--- src/rtl/uart_tx_sched.sv ---
// uart_tx_sched: round-robin packet scheduler in front of one UART transmitter.
// A grant is held for a whole packet; timeouts keep a stuck peer from hanging it.
module uart_tx_sched #(
    parameter int GAP_CYCLES    = 16,
    parameter int START_TIMEOUT = 8,
    parameter int PKT_TIMEOUT   = 65535
) (
    input  logic        clk,
    input  logic        rst,
    input  logic [3:0]  req,
    input  logic [31:0] req_data,
    input  logic [3:0]  req_last,
    output logic [3:0]  ack,
    output logic [7:0]  tx_data,
    output logic        tx_wr,
    input  logic        tx_busy,
    output logic [1:0]  grant_id,
    output logic        active,
    output logic        err
);
    localparam logic [15:0] GAP_LIM =
        16'((GAP_CYCLES > 0) ? GAP_CYCLES - 1 : 0);
    localparam logic [15:0] START_LIM =
        16'((START_TIMEOUT > 0) ? START_TIMEOUT - 1 : 0);
    localparam logic [15:0] PKT_LIM =
        16'((PKT_TIMEOUT > 0) ? PKT_TIMEOUT - 1 : 0);

    typedef enum logic [2:0] {
        IDLE, SEND, WAIT_START, WAIT_DONE, GAP
    } state_t;

    state_t      state;
    logic [1:0]  last_grant;
    logic        last_q;
    logic [15:0] wait_cnt;
    logic [15:0] idle_cnt;
    logic [7:0]  data_q;
    logic [7:0]  cur_byte;
    logic        req_g;
    logic        wr_now;
    logic [1:0]  pick;
    logic        pick_ok;

    assign cur_byte = req_data[8*grant_id +: 8];
    assign req_g    = req[grant_id];

    // The strobe is combinational so the byte is taken in the cycle it is offered.
    assign wr_now  = (state == SEND) && req_g && !tx_busy && !rst;
    assign tx_wr   = wr_now;
    assign ack     = wr_now ? (4'b0001 << grant_id) : 4'b0000;
    assign tx_data = wr_now ? cur_byte : data_q;

    // Highest priority goes to the requester just after the last one served.
    always_comb begin
        pick    = 2'd0;
        pick_ok = 1'b0;
        for (int k = 4; k >= 1; k--) begin
            if (req[2'(last_grant + 2'(k))]) begin
                pick    = 2'(last_grant + 2'(k));
                pick_ok = 1'b1;
            end
        end
    end

    always_ff @(posedge clk) begin
        if (rst) begin
            state      <= IDLE;
            last_grant <= 2'd3;
            grant_id   <= 2'd0;
            active     <= 1'b0;
            err        <= 1'b0;
            last_q     <= 1'b0;
            wait_cnt   <= 16'd0;
            idle_cnt   <= 16'd0;
            data_q     <= 8'h00;
        end else begin
            err <= 1'b0;
            unique case (state)
                IDLE: begin
                    if (pick_ok) begin
                        grant_id   <= pick;
                        last_grant <= pick;
                        active     <= 1'b1;
                        idle_cnt   <= 16'd0;
                        state      <= SEND;
                    end
                end
                SEND: begin
                    if (wr_now) begin
                        data_q   <= cur_byte;
                        last_q   <= req_last[grant_id];
                        idle_cnt <= 16'd0;
                        wait_cnt <= 16'd0;
                        state    <= WAIT_START;
                    end else if (!req_g) begin
                        if (idle_cnt == PKT_LIM) begin
                            err      <= 1'b1;
                            active   <= 1'b0;
                            idle_cnt <= 16'd0;
                            wait_cnt <= 16'd0;
                            state    <= GAP;
                        end else begin
                            idle_cnt <= idle_cnt + 16'd1;
                        end
                    end
                end
                WAIT_START: begin
                    if (tx_busy || wait_cnt == START_LIM) begin
                        wait_cnt <= 16'd0;
                        state    <= WAIT_DONE;
                    end else begin
                        wait_cnt <= wait_cnt + 16'd1;
                    end
                end
                WAIT_DONE: begin
                    if (!tx_busy) begin
                        if (last_q) begin
                            active <= 1'b0;
                            state  <= GAP;
                        end else begin
                            state <= SEND;
                        end
                    end
                end
                GAP: begin
                    if (wait_cnt == GAP_LIM) begin
                        wait_cnt <= 16'd0;
                        state    <= IDLE;
                    end else begin
                        wait_cnt <= wait_cnt + 16'd1;
                    end
                end
                default: state <= IDLE;
            endcase
        end
    end
endmodule

--- config.mk ---
export PLATFORM = sky130hd
export DESIGN_NAME = uart_tx_sched
export DESIGN_NICKNAME = d
export VERILOG_FILES = /design/src/rtl/uart_tx_sched.sv
export SDC_FILE = /design/constraint.sdc
export NUM_CORES = 1
export LEC_CHECK = 0
export ABC_CLOCK_PERIOD_IN_PS = 2670
export CORE_UTILIZATION = 25
export CTS_BUF_LIST = sky130_fd_sc_hd__clkbuf_8
export DETAILED_ROUTE_END_ITERATION = 10
export PLACE_DENSITY = 0.45
export SKIP_CTS_REPAIR_TIMING = 1
export SYNTH_ARGS = -nofsm -noshare
export SYNTH_HDL_FRONTEND = slang
export SYNTH_SLANG_ARGS = --single-unit
--- constraint.sdc ---
create_clock -name clk -period 2.67 [get_ports clk]
set_input_delay 0.267 -clock clk [delete_from_list [all_inputs] [get_ports clk]]
set_output_delay 0.267 -clock clk [all_outputs]
set_load 0.01 [all_outputs]
==> results_dict.tcl <==
set metrics [dict create \
    antenna_cells 0 \
    fmax_mhz 392 \
    syn_avg_cell_area_um2 8.79 \
    synth-edff-count 0 \
    syn-num-nets 375 \
    netlist_instances 329 \
    worstSkewPairLatency_ns 0.30 \
    netlist_top_cells_area "dfxtp_1, mux4_2, xnor2_1" \
    wl_met2_um 3640 \
    ff_latch_area_um2 1000 \
    htreeDepth 2 \
    grt_pass1_vias 2593 \
    vias 2625 \
    met1_length_um 3540 \
    netlist_area_um2 2890 \
    num_rows 38 \
    place_inst 541 \
    pwr_density_cell_nw_per_um2 627 \
    cts.sinks 50 \
    cts_buffer_depth 2 \
    synth_cell_type_count 57 \
    grt_max_degree 26 \
    grt_use_total 0.136 \
    ir_drop_uv 339 \
    ys.flop_type "dfxtp_1" \
    die_w_um 110 \
    worstPathArrival_ns 2.28 \
    die_y_um 110 \
    required_ns 2.40 \
    skew_ns 0.0136 \
    wl_per_cell_um 13.7 \
    drc 0 \
    via_per_inst 4.78 \
    numPortBuffers 59 \
    place.gp.congestion 0.808 \
    worst_slew_pin_slew_ns 0.717 \
    clk_pin_slew_ns 0.10 \
    multiInputGateArea_um2 1770 \
    slew_headroom 0.518 \
    cts_buffers 5 \
    grt_setup_unrepaired "no" \
    critPathMaxFanout 12 \
    hold_path.class "reg2reg" \
    finalMaxSlewViolations 0 \
    rrSetupSlack_ns 0.27 \
    num-fill-cells 1169 \
    fin_crit_sh 0.955 \
    critical_path_class "reg2out" \
    finalCriticalPeriod_ns 2.55 \
    root_buffer "clkbuf_8" \
    stdcell_count 549 \
    outcome "completed" \
    drtPass1Iterations 4 \
    cp-end-kind "primary output" \
    yosys_register_bits 50 \
    drt-initial-drc-count 72 \
    ys_warn_count 0 \
    antenna_found_initial 0 \
    dp_hpwl_um 5650 \
    hold_violations 0 \
    fin_hold_ws_ns 0.504 \
    drv_cap 0 \
    initial_utilization 0.262 \
    synth_top_area_cell "dfxtp_1" \
    tritoncts "yes" \
    grt_pass1_wl_um 12800 \
    async_reset_ff_frac 0 \
    dieArea_um2 12000 \
    seq_area_frac_synth 0.346 \
    critPathLaunchType "flip-flop" \
    num-nets-final 454 \
    core_um2 11000 \
    finalSetupViolCount 0 \
    overflow 0 \
    drive_above_1_share 0.147 \
    syn2layout_area_growth_pct 37.1 \
    yosysTopAreaCellShare 0.346 \
    top_layer "met4" \
    total_leakage_power_nw 1.65 \
    dr_wl_met3_um 272 \
    io_pins 60 \
    antenna_left 0 \
    wirelength_um 7500 \
]
-- worst paths after layout --
path / startpoint / to / depth (start not counted)
setup / recovery: state[2] / tx_data[6] / 5
hold / removal: active / active / 2
setup reg to reg: grant_id[0] / idle_cnt[13] / 8
hold reg to reg: active / active / 2
-- cell type report --
cell class	instances	share of cell area
multi-input combinational	253	0.447
inverter	7	0.00663
clock buffer	5	0.0174
timing repair buffer	91	0.222
clock inverter	3	0.0110
tap	140	0.0442
sequential	50	0.252
-- cell usage in the layout, fill, tap and decap left out, drive strengths merged, types with 3 or more instances in the layout --
cell type	netlist	layout
a21o	3	3
a21oi	21	21
and2	4	4
and3	4	4
and4	3	3
buf	7	32
clkbuf	12	5
clkdlybuf4s50	0	46
dfxtp	50	50
dlymetal6s2s	0	13
ha	3	3
inv	6	7
mux2	8	8
mux2i	3	3
mux4	10	10
nand2	24	24
nand3	16	16
nand4	10	10
nor2	47	47
nor2b	10	10
nor3	8	8
nor4	10	10
o21ai	7	7
or4	3	3
xnor2	21	21
xor2	7	7
-- stage by stage --
| step | setup slack (ns) | cell area [µm²] | setup TNS [ns] | util | power, mW |
|---|---|---|---|---|---|
| after floorplan | 0.274 | 2890 | 0 | - | 1.57 |
| after global placement | -0.0741 | 3820 | -0.631 | 0.346 | 1.97 |
| after detailed placement | -0.0803 | 3820 | -0.773 | 0.346 | 1.97 |
| after CTS | -0.244 | 3930 | -2.60 | 0.356 | 2.54 |
| after global routing | 0.0456 | 3970 | 0 | 0.359 | 2.66 |
| final | 0.119 | 3970 | 0 | 0.359 | 2.49 |
-- per-layer routing --
layer | track usage | vias to the layer above
met4 | 0.0200 | 0
met3 | 0.0231 | 4
li1 | - | 1341
met2 | 0.235 | 38
met5 | 0 | -
met1 | 0.179 | 1242
-- logic make-up after synthesis --
family	after synthesis	share of synthesized area
AOI/OAI and AO/OA	49	0.110
xor gates and xnor gates	28	0.0848
adders and majority gates	3	0.0130
buffers and inverters	26	0.0415
DFF	50	0.346
muxes	21	0.119
and+or+nand+nor	152	0.285
-- report_power, final --
part	switching, mW	internal [mW]
logic	0.530	0.545
clock network	0.269	0.281
registers	0.0534	0.810
-- state kept, by name (all words and copies together) (netlist names) --
name	cells
last_grant	2
data_q	8
grant_id	2
err	1
last_q	1
state	3
wait_cnt	16
active	1
idle_cnt	16
-- synthesized netlist by cell type, drive strengths merged, types with 3 or more instances --
master and instances:
a21o 3, a21oi 21, and2 4, and3 4
and4 3, buf 7, clkbuf 12, dfxtp 50
ha 3, inv 6, mux2 8, mux2i 3
mux4 10, nand2 24, nand3 16, nand4 10
nor2 47, nor2b 10, nor3 8, nor4 10
o21ai 7, or4 3, xnor2 21, xor2 7
-- critical path: stages, from the launching register on --
cell	delay, ns
dfxtp_1	0.33
or3b_1	0.42
or4b_1	0.54
buf_6	0.18
mux2_1	0.33
dlymetal6s2s_1	0.18
Power figures use the tool's default switching activity.
